===== config.mk =====
export PLATFORM = sky130hd
export DESIGN_NAME = seq_controller
export DESIGN_NICKNAME = d
export VERILOG_FILES = /design/src/rtl/seq_ctrl_pkg.sv /design/src/rtl/seq_step_counter.sv /design/src/rtl/seq_controller.sv
export SDC_FILE = /design/constraint.sdc
export NUM_CORES = 1
export LEC_CHECK = 0
export BUFFER_PORTS_ARGS = -buffer_cell sky130_fd_sc_hd__buf_2
export CORE_UTILIZATION = 57
export DETAILED_ROUTE_END_ITERATION = 8
export PLACE_DENSITY_LB_ADDON = 0.08
export SYNTH_ARGS = -nofsm -noshare
export SYNTH_HDL_FRONTEND = slang
export SYNTH_SLANG_ARGS = --single-unit

===== constraint.sdc =====
create_clock -name clk -period 2.55 [get_ports clk]
set_clock_uncertainty 0.15 [all_clocks]
set_input_delay 0.255 -clock clk [delete_from_list [all_inputs] [get_ports clk]]
set_output_delay 0.255 -clock clk [all_outputs]
set_load 0.02 [all_outputs]

===== src/rtl/seq_ctrl_pkg.sv =====
// Shared definitions for the frame sequencer and the unit modules that decode
// its sub-state buses.
//   phase_e  : top-level phase of the sequencer.
//   M_*/C_*/D_* : codes driven on the MS, CS and DS buses.
package seq_ctrl_pkg;

  typedef enum logic [2:0] {
    PH_IDLE = 3'd0,
    PH_MEM  = 3'd1,
    PH_COMP = 3'd2,
    PH_DISP = 3'd3,
    PH_HALT = 3'd4
  } phase_e;

  localparam logic [2:0] M_IDLE  = 3'd0;
  localparam logic [2:0] M_ADDR  = 3'd1;
  localparam logic [2:0] M_READ  = 3'd2;
  localparam logic [2:0] M_DONE  = 3'd3;

  localparam logic [2:0] C_IDLE  = 3'd0;
  localparam logic [2:0] C_LOAD  = 3'd1;
  localparam logic [2:0] C_EXEC  = 3'd2;
  localparam logic [2:0] C_STORE = 3'd3;
  localparam logic [2:0] C_DONE  = 3'd4;

  localparam logic [2:0] D_IDLE  = 3'd0;
  localparam logic [2:0] D_LATCH = 3'd1;
  localparam logic [2:0] D_SHOW  = 3'd2;
  localparam logic [2:0] D_DONE  = 3'd3;

endpackage


===== src/rtl/seq_step_counter.sv =====
// Loadable 8-bit down-counter with terminal-count flag.
// Ports:
//   clk      : rising-edge clock
//   rst      : synchronous reset, active-low
//   load     : load load_val (takes priority over dec)
//   load_val : value loaded; it is the number of remaining decrements
//   dec      : decrement by one, saturating at zero
//   tc       : high while the count is zero
module seq_step_counter (
  input  logic       clk,
  input  logic       rst,
  input  logic       load,
  input  logic [7:0] load_val,
  input  logic       dec,
  output logic       tc
);

  logic [7:0] count_q;
  logic [7:0] count_d;

  // Saturating at zero keeps the counter from wrapping if a caller
  // decrements once too often.
  always_comb begin
    count_d = count_q;
    if (load) begin
      count_d = load_val;
    end else if (dec && (count_q != 8'd0)) begin
      count_d = count_q - 8'd1;
    end
  end

  always_ff @(posedge clk) begin
    if (!rst) begin
      count_q <= 8'd0;
    end else begin
      count_q <= count_d;
    end
  end

  assign tc = (count_q == 8'd0);

endmodule


===== src/rtl/seq_controller.sv =====
// Frame sequencer: drives Memory -> Computation -> Display phases through the
// MS, CS and DS sub-state buses, looping forever (LOOP=1) or halting after
// one frame (LOOP=0).
// Ports:
//   clk        : rising-edge clock
//   rst        : synchronous reset, active-low
//   pause      : hold everything while high (only with SEQ_CTRL_PAUSE_EN)
//   MS/CS/DS   : memory / computation / display sub-state codes
//   busy       : high in MEM, COMP and DISP phases
//   frame_done : one-cycle pulse during D_DONE
//   halted     : high in HALT
// Optional feature macro: SEQ_CTRL_PAUSE_EN adds the pause input.
module seq_controller
  import seq_ctrl_pkg::*;
#(
  parameter int unsigned N_WORDS     = 4,
  parameter int unsigned COMP_CYCLES = 3,
  parameter int unsigned DISP_CYCLES = 2,
  parameter int unsigned LOOP        = 1
) (
  input  logic       clk,
  input  logic       rst,
`ifdef SEQ_CTRL_PAUSE_EN
  input  logic       pause,
`endif
  output logic [2:0] MS,
  output logic [2:0] CS,
  output logic [2:0] DS,
  output logic       busy,
  output logic       frame_done,
  output logic       halted
);

  if (N_WORDS < 1 || N_WORDS > 255) begin : g_bad_n_words
    $error("seq_controller: N_WORDS must be 1..255");
  end
  if (COMP_CYCLES < 1 || COMP_CYCLES > 255) begin : g_bad_comp_cycles
    $error("seq_controller: COMP_CYCLES must be 1..255");
  end
  if (DISP_CYCLES < 1 || DISP_CYCLES > 255) begin : g_bad_disp_cycles
    $error("seq_controller: DISP_CYCLES must be 1..255");
  end
  if (LOOP > 1) begin : g_bad_loop
    $error("seq_controller: LOOP must be 0 or 1");
  end

  // Counters hold the number of repeats still to go after the current one,
  // so terminal count marks the last word / last cycle of a sub-state.
  localparam logic [7:0] WORDS_M1 = 8'(N_WORDS - 1);
  localparam logic [7:0] EXEC_M1  = 8'(COMP_CYCLES - 1);
  localparam logic [7:0] SHOW_M1  = 8'(DISP_CYCLES - 1);

  phase_e     phase_q, phase_d;
  logic [2:0] ms_q, ms_d, cs_q, cs_d, ds_q, ds_d;
  logic       busy_q, busy_d, frame_done_q, frame_done_d, halted_q, halted_d;
  logic       word_load, word_dec, word_tc;
  logic       step_load, step_dec, step_tc;
  logic [7:0] step_load_val;
  logic       hold;

`ifdef SEQ_CTRL_PAUSE_EN
  assign hold = pause;
`else
  assign hold = 1'b0;
`endif

  seq_step_counter u_word_cnt (
    .clk      (clk),
    .rst      (rst),
    .load     (word_load),
    .load_val (WORDS_M1),
    .dec      (word_dec),
    .tc       (word_tc)
  );

  seq_step_counter u_step_cnt (
    .clk      (clk),
    .rst      (rst),
    .load     (step_load),
    .load_val (step_load_val),
    .dec      (step_dec),
    .tc       (step_tc)
  );

  // Next-state logic. Each *_DONE code hands straight over to the next
  // unit's first code on the following edge. A D_DONE cycle reached with
  // frame_done low means the pulse was suppressed by pause, so D_DONE is
  // repeated once with the pulse before moving on.
  always_comb begin
    phase_d       = phase_q;
    ms_d          = ms_q;
    cs_d          = cs_q;
    ds_d          = ds_q;
    busy_d        = busy_q;
    frame_done_d  = 1'b0;
    halted_d      = halted_q;
    word_load     = 1'b0;
    word_dec      = 1'b0;
    step_load     = 1'b0;
    step_dec      = 1'b0;
    step_load_val = 8'd0;
    if (!hold) begin
      unique case (phase_q)
        PH_IDLE: begin
          phase_d   = PH_MEM;
          ms_d      = M_ADDR;
          busy_d    = 1'b1;
          word_load = 1'b1;
        end
        PH_MEM: begin
          case (ms_q)
            M_ADDR: ms_d = M_READ;
            M_READ: begin
              if (word_tc) begin
                ms_d = M_DONE;
              end else begin
                ms_d     = M_ADDR;
                word_dec = 1'b1;
              end
            end
            default: begin
              ms_d    = M_IDLE;
              phase_d = PH_COMP;
              cs_d    = C_LOAD;
            end
          endcase
        end
        PH_COMP: begin
          case (cs_q)
            C_LOAD: begin
              cs_d          = C_EXEC;
              step_load     = 1'b1;
              step_load_val = EXEC_M1;
            end
            C_EXEC: begin
              if (step_tc) begin
                cs_d = C_STORE;
              end else begin
                step_dec = 1'b1;
              end
            end
            C_STORE: cs_d = C_DONE;
            default: begin
              cs_d    = C_IDLE;
              phase_d = PH_DISP;
              ds_d    = D_LATCH;
            end
          endcase
        end
        PH_DISP: begin
          case (ds_q)
            D_LATCH: begin
              ds_d          = D_SHOW;
              step_load     = 1'b1;
              step_load_val = SHOW_M1;
            end
            D_SHOW: begin
              if (step_tc) begin
                ds_d         = D_DONE;
                frame_done_d = 1'b1;
              end else begin
                step_dec = 1'b1;
              end
            end
            default: begin
              if (!frame_done_q) begin
                frame_done_d = 1'b1;
              end else begin
                ds_d = D_IDLE;
                if (LOOP != 0) begin
                  phase_d   = PH_MEM;
                  ms_d      = M_ADDR;
                  word_load = 1'b1;
                end else begin
                  phase_d  = PH_HALT;
                  busy_d   = 1'b0;
                  halted_d = 1'b1;
                end
              end
            end
          endcase
        end
        default: begin
          phase_d = PH_HALT;
        end
      endcase
    end
  end

  // State register; reset aborts any frame in flight without a pulse.
  always_ff @(posedge clk) begin
    if (!rst) begin
      phase_q      <= PH_IDLE;
      ms_q         <= M_IDLE;
      cs_q         <= C_IDLE;
      ds_q         <= D_IDLE;
      busy_q       <= 1'b0;
      frame_done_q <= 1'b0;
      halted_q     <= 1'b0;
    end else begin
      phase_q      <= phase_d;
      ms_q         <= ms_d;
      cs_q         <= cs_d;
      ds_q         <= ds_d;
      busy_q       <= busy_d;
      frame_done_q <= frame_done_d;
      halted_q     <= halted_d;
    end
  end

  assign MS         = ms_q;
  assign CS         = cs_q;
  assign DS         = ds_q;
  assign busy       = busy_q;
  assign frame_done = frame_done_q;
  assign halted     = halted_q;

endmodule


==> results.yml <==
timing:
  fmax_mhz: 445
  relSlewSlack_pct: 35.6
  post-route-period-util_pct: 88.1
  setup_slack_ps: 303
  worst_slew_pin_slew_ps: 960
  holdWs_ps: 118
  rsz0062_at_grt: "no"
  finalSetupTns_ps: 0
  maxSlewViolCount: 0
  period_minus_slack_ps: 2250
  hold_violations: 0
  setup_viol: 0
routing:
  drt_pre_antenna_iters: 4
  avgViaCountPerCell: 6.01
  wirelength_um: 3150
  wl_per_cell_um: 14.1
  met2_length_um: 1500
  postRouteAntennaNets: 0
  vias: 1341
  drc_errors: 0
  highest_layer: "met4"
  wl_met1_um: 1560
  wl_met3_um: 77
  drtIter0Drc: 37
grt:
  grt.total_usage_pct: 21.5
  grt_pass1_vias: 1258
  antenna_found_initial: 0
  grt_overflow: 0
  grt_max_degree: 17
  grt_pass1_wl_um: 5480
pwr:
  p_seq_share_pct: 57.1
  p_sw_share_pct: 31.9
  combinationalPowerShare_pct: 22.0
  power.density_nw_per_um2: 513
  vdd_drop_max_mv: 0.379
  p_leak_nw: 0.676
  clock_power_share_pct: 20.9
  p_sw_mw: 0.279
  power.internal_mw: 0.594
clock_network:
  cts_buffers: 3
  clock_sink_count: 28
  root_buffer: "clkbuf_4"
  htree_levels: 1
  cts_resized: 0
  cts_tree: "yes"
  clk_pin_slew_ps: 150
  clockBufferDepth: 2
  post_cts_buffers: 0
  insertion_delay_ps: 320
  cts_hold_buffers: 0
logic_synthesis:
  synthArstFlopShare_pct: 0
  synth_edf_count: 0
  synthFlopType: "dfxtp_1"
  synthTopCellsByCount: "28 x dfxtp_1, 13 x nand2_1, 12 x inv_1"
  synth_cells: 186
  synth_area_leaders: "dfxtp_1 35%, ha_1 6.9%, a21oi_1 3.1%"
  synth_most_common_cell: "dfxtp_1"
  postSynthAreaPerCell_um2: 8.72
  synth.distinct_cells: 52
  ys_seq_elements: 28
  synth_top_area_cell: "dfxtp_1"
  yosysSeqAreaShare_pct: 34.6
  yosysWarnings: 0
  synth_top_area_share_pct: 34.6
  synth.cell_area_um2: 1620
floorplan:
  die_x_um: 55.3
  die_area_um2: 3060
  coreArea_um2: 2590
  boundaryPins: 14
  fp.dieH_um: 55.3
  num_rows: 18
  initial_core_util_pct: 62.6
placement:
  dp_slack_ps: 291
  dp.cells: 220
  portBuffers: 10
  dpl.hpwl_um: 2360
  gp_congestion: 0.872
run:
  drv_cap: 0
cells_and_area:
  n_antenna_cell: 0
  syn_to_final_growth_pct: 4.78
  nNetsFinal: 206
  num-fill-cells: 231
  drive_above_1_share_pct: 13.0
  final_cells: 223
worst_setup_path:
  end_kind: "flip-flop"
  crit_required_ps: 2650
  crit_path_start_kind: "flip-flop"
  crit_type: "flip-flop to flip-flop"
  cp_max_fo: 9
  critical_path_arrival_ps: 2350
  rrSetupSlack_ps: 300
run_status:
  status: "complete, no violations"
worst_hold_path:
  hold_path_class: "primary input to flip-flop"
[kinds of logic after synthesis]
group	after synthesis	synth area share (%)
AO/OA/AOI/OAI	38	16.5
XOR/XNOR	4	2.16
adder cells (fa/ha/maj)	9	6.94
buffers and inverters	21	5.71
flip-flops	28	34.6
multiplexers	6	3.78
other	1	0.231
AND/OR/NAND/NOR	79	30.1
[path summary, 6_finish.rpt]
path                                                    startpoint                            endpoint  cells after the start
worst max-delay path                            DS[1]$_SDFFE_PN0P_  u_step_cnt.count_q[6]$_SDFFE_PN0P_                      6
worst min-delay path                                           rst                  MS[0]$_SDFFE_PN0P_                      2
worst max register to register                  DS[1]$_SDFFE_PN0P_  u_step_cnt.count_q[6]$_SDFFE_PN0P_                      6
worst min register to register  u_step_cnt.count_q[7]$_SDFFE_PN0P_  u_step_cnt.count_q[7]$_SDFFE_PN0P_                      2
[layer usage]
metal  vias to the layer above  GRT usage, %
li1                        695             -
met1                       625          28.4
met2                        19          36.8
met3                         2          2.81
met4                         0          5.71
met5                         -             0
[layout by cell type, fill, tap and decap left out, types with 5 or more instances in the layout]
| cell type | n |
|---|---|
| nand2b_1 | 6 |
| nor2_1 | 11 |
| mux2i_1 | 5 |
| dfxtp_1 | 28 |
| nor3_1 | 7 |
| inv_1 | 12 |
| nand2_1 | 13 |
| or4_1 | 5 |
| ha_1 | 9 |
| a21oi_1 | 10 |
| buf_2 | 10 |
[per-stage QoR]
step / util (%) / instance area [um^2] / total power [mW]
4_1_cts: 65.6 / 1700 / 0.880
2_1_floorplan: - / 1630 / 0.652
6_report: 65.6 / 1700 / 0.872
3_3_place_gp: 64.7 / 1680 / 0.690
5_1_grt: 65.6 / 1700 / 0.924
3_5_place_dp: 64.7 / 1680 / 0.697
[cell type report]
| type | instances | area, um^2 | share of cell area, % |
|---|---|---|---|
| clock buffers | 3 | 22.5 | 1.33 |
| inverters | 12 | 45.0 | 2.65 |
| repair buffers | 11 | 57.6 | 3.39 |
| flip-flops and latches | 28 | 561 | 33.0 |
| well taps | 30 | 37.5 | 2.21 |
| multi-input cells | 139 | 976 | 57.4 |
[registers in the layout, indices dropped and copies added, names as in the netlist]
register,flops
phase_q,3
MS,2
CS,3
DS,2
u_step_cnt.count_q,8
frame_done,1
busy,1
u_word_cnt.count_q,8
[critical path, stage by stage (launching register included)]
cell and delay [ps]:
dfxtp_1 410, inv_1 60, ha_1 190, and4b_1 250
a211oi_1 810, nand2_1 130, mux2i_1 180
[power by group through the flow]
stage	registers [mW]	clock network [mW]	logic [mW]
after global placement	0.505	0	0.185
after global routing	0.503	0.208	0.213
final	0.498	0.182	0.192
after CTS	0.496	0.192	0.192
after detailed placement	0.506	0	0.191
after floorplan	0.506	0	0.147
Note: power is estimated with default switching activity, not from simulation.
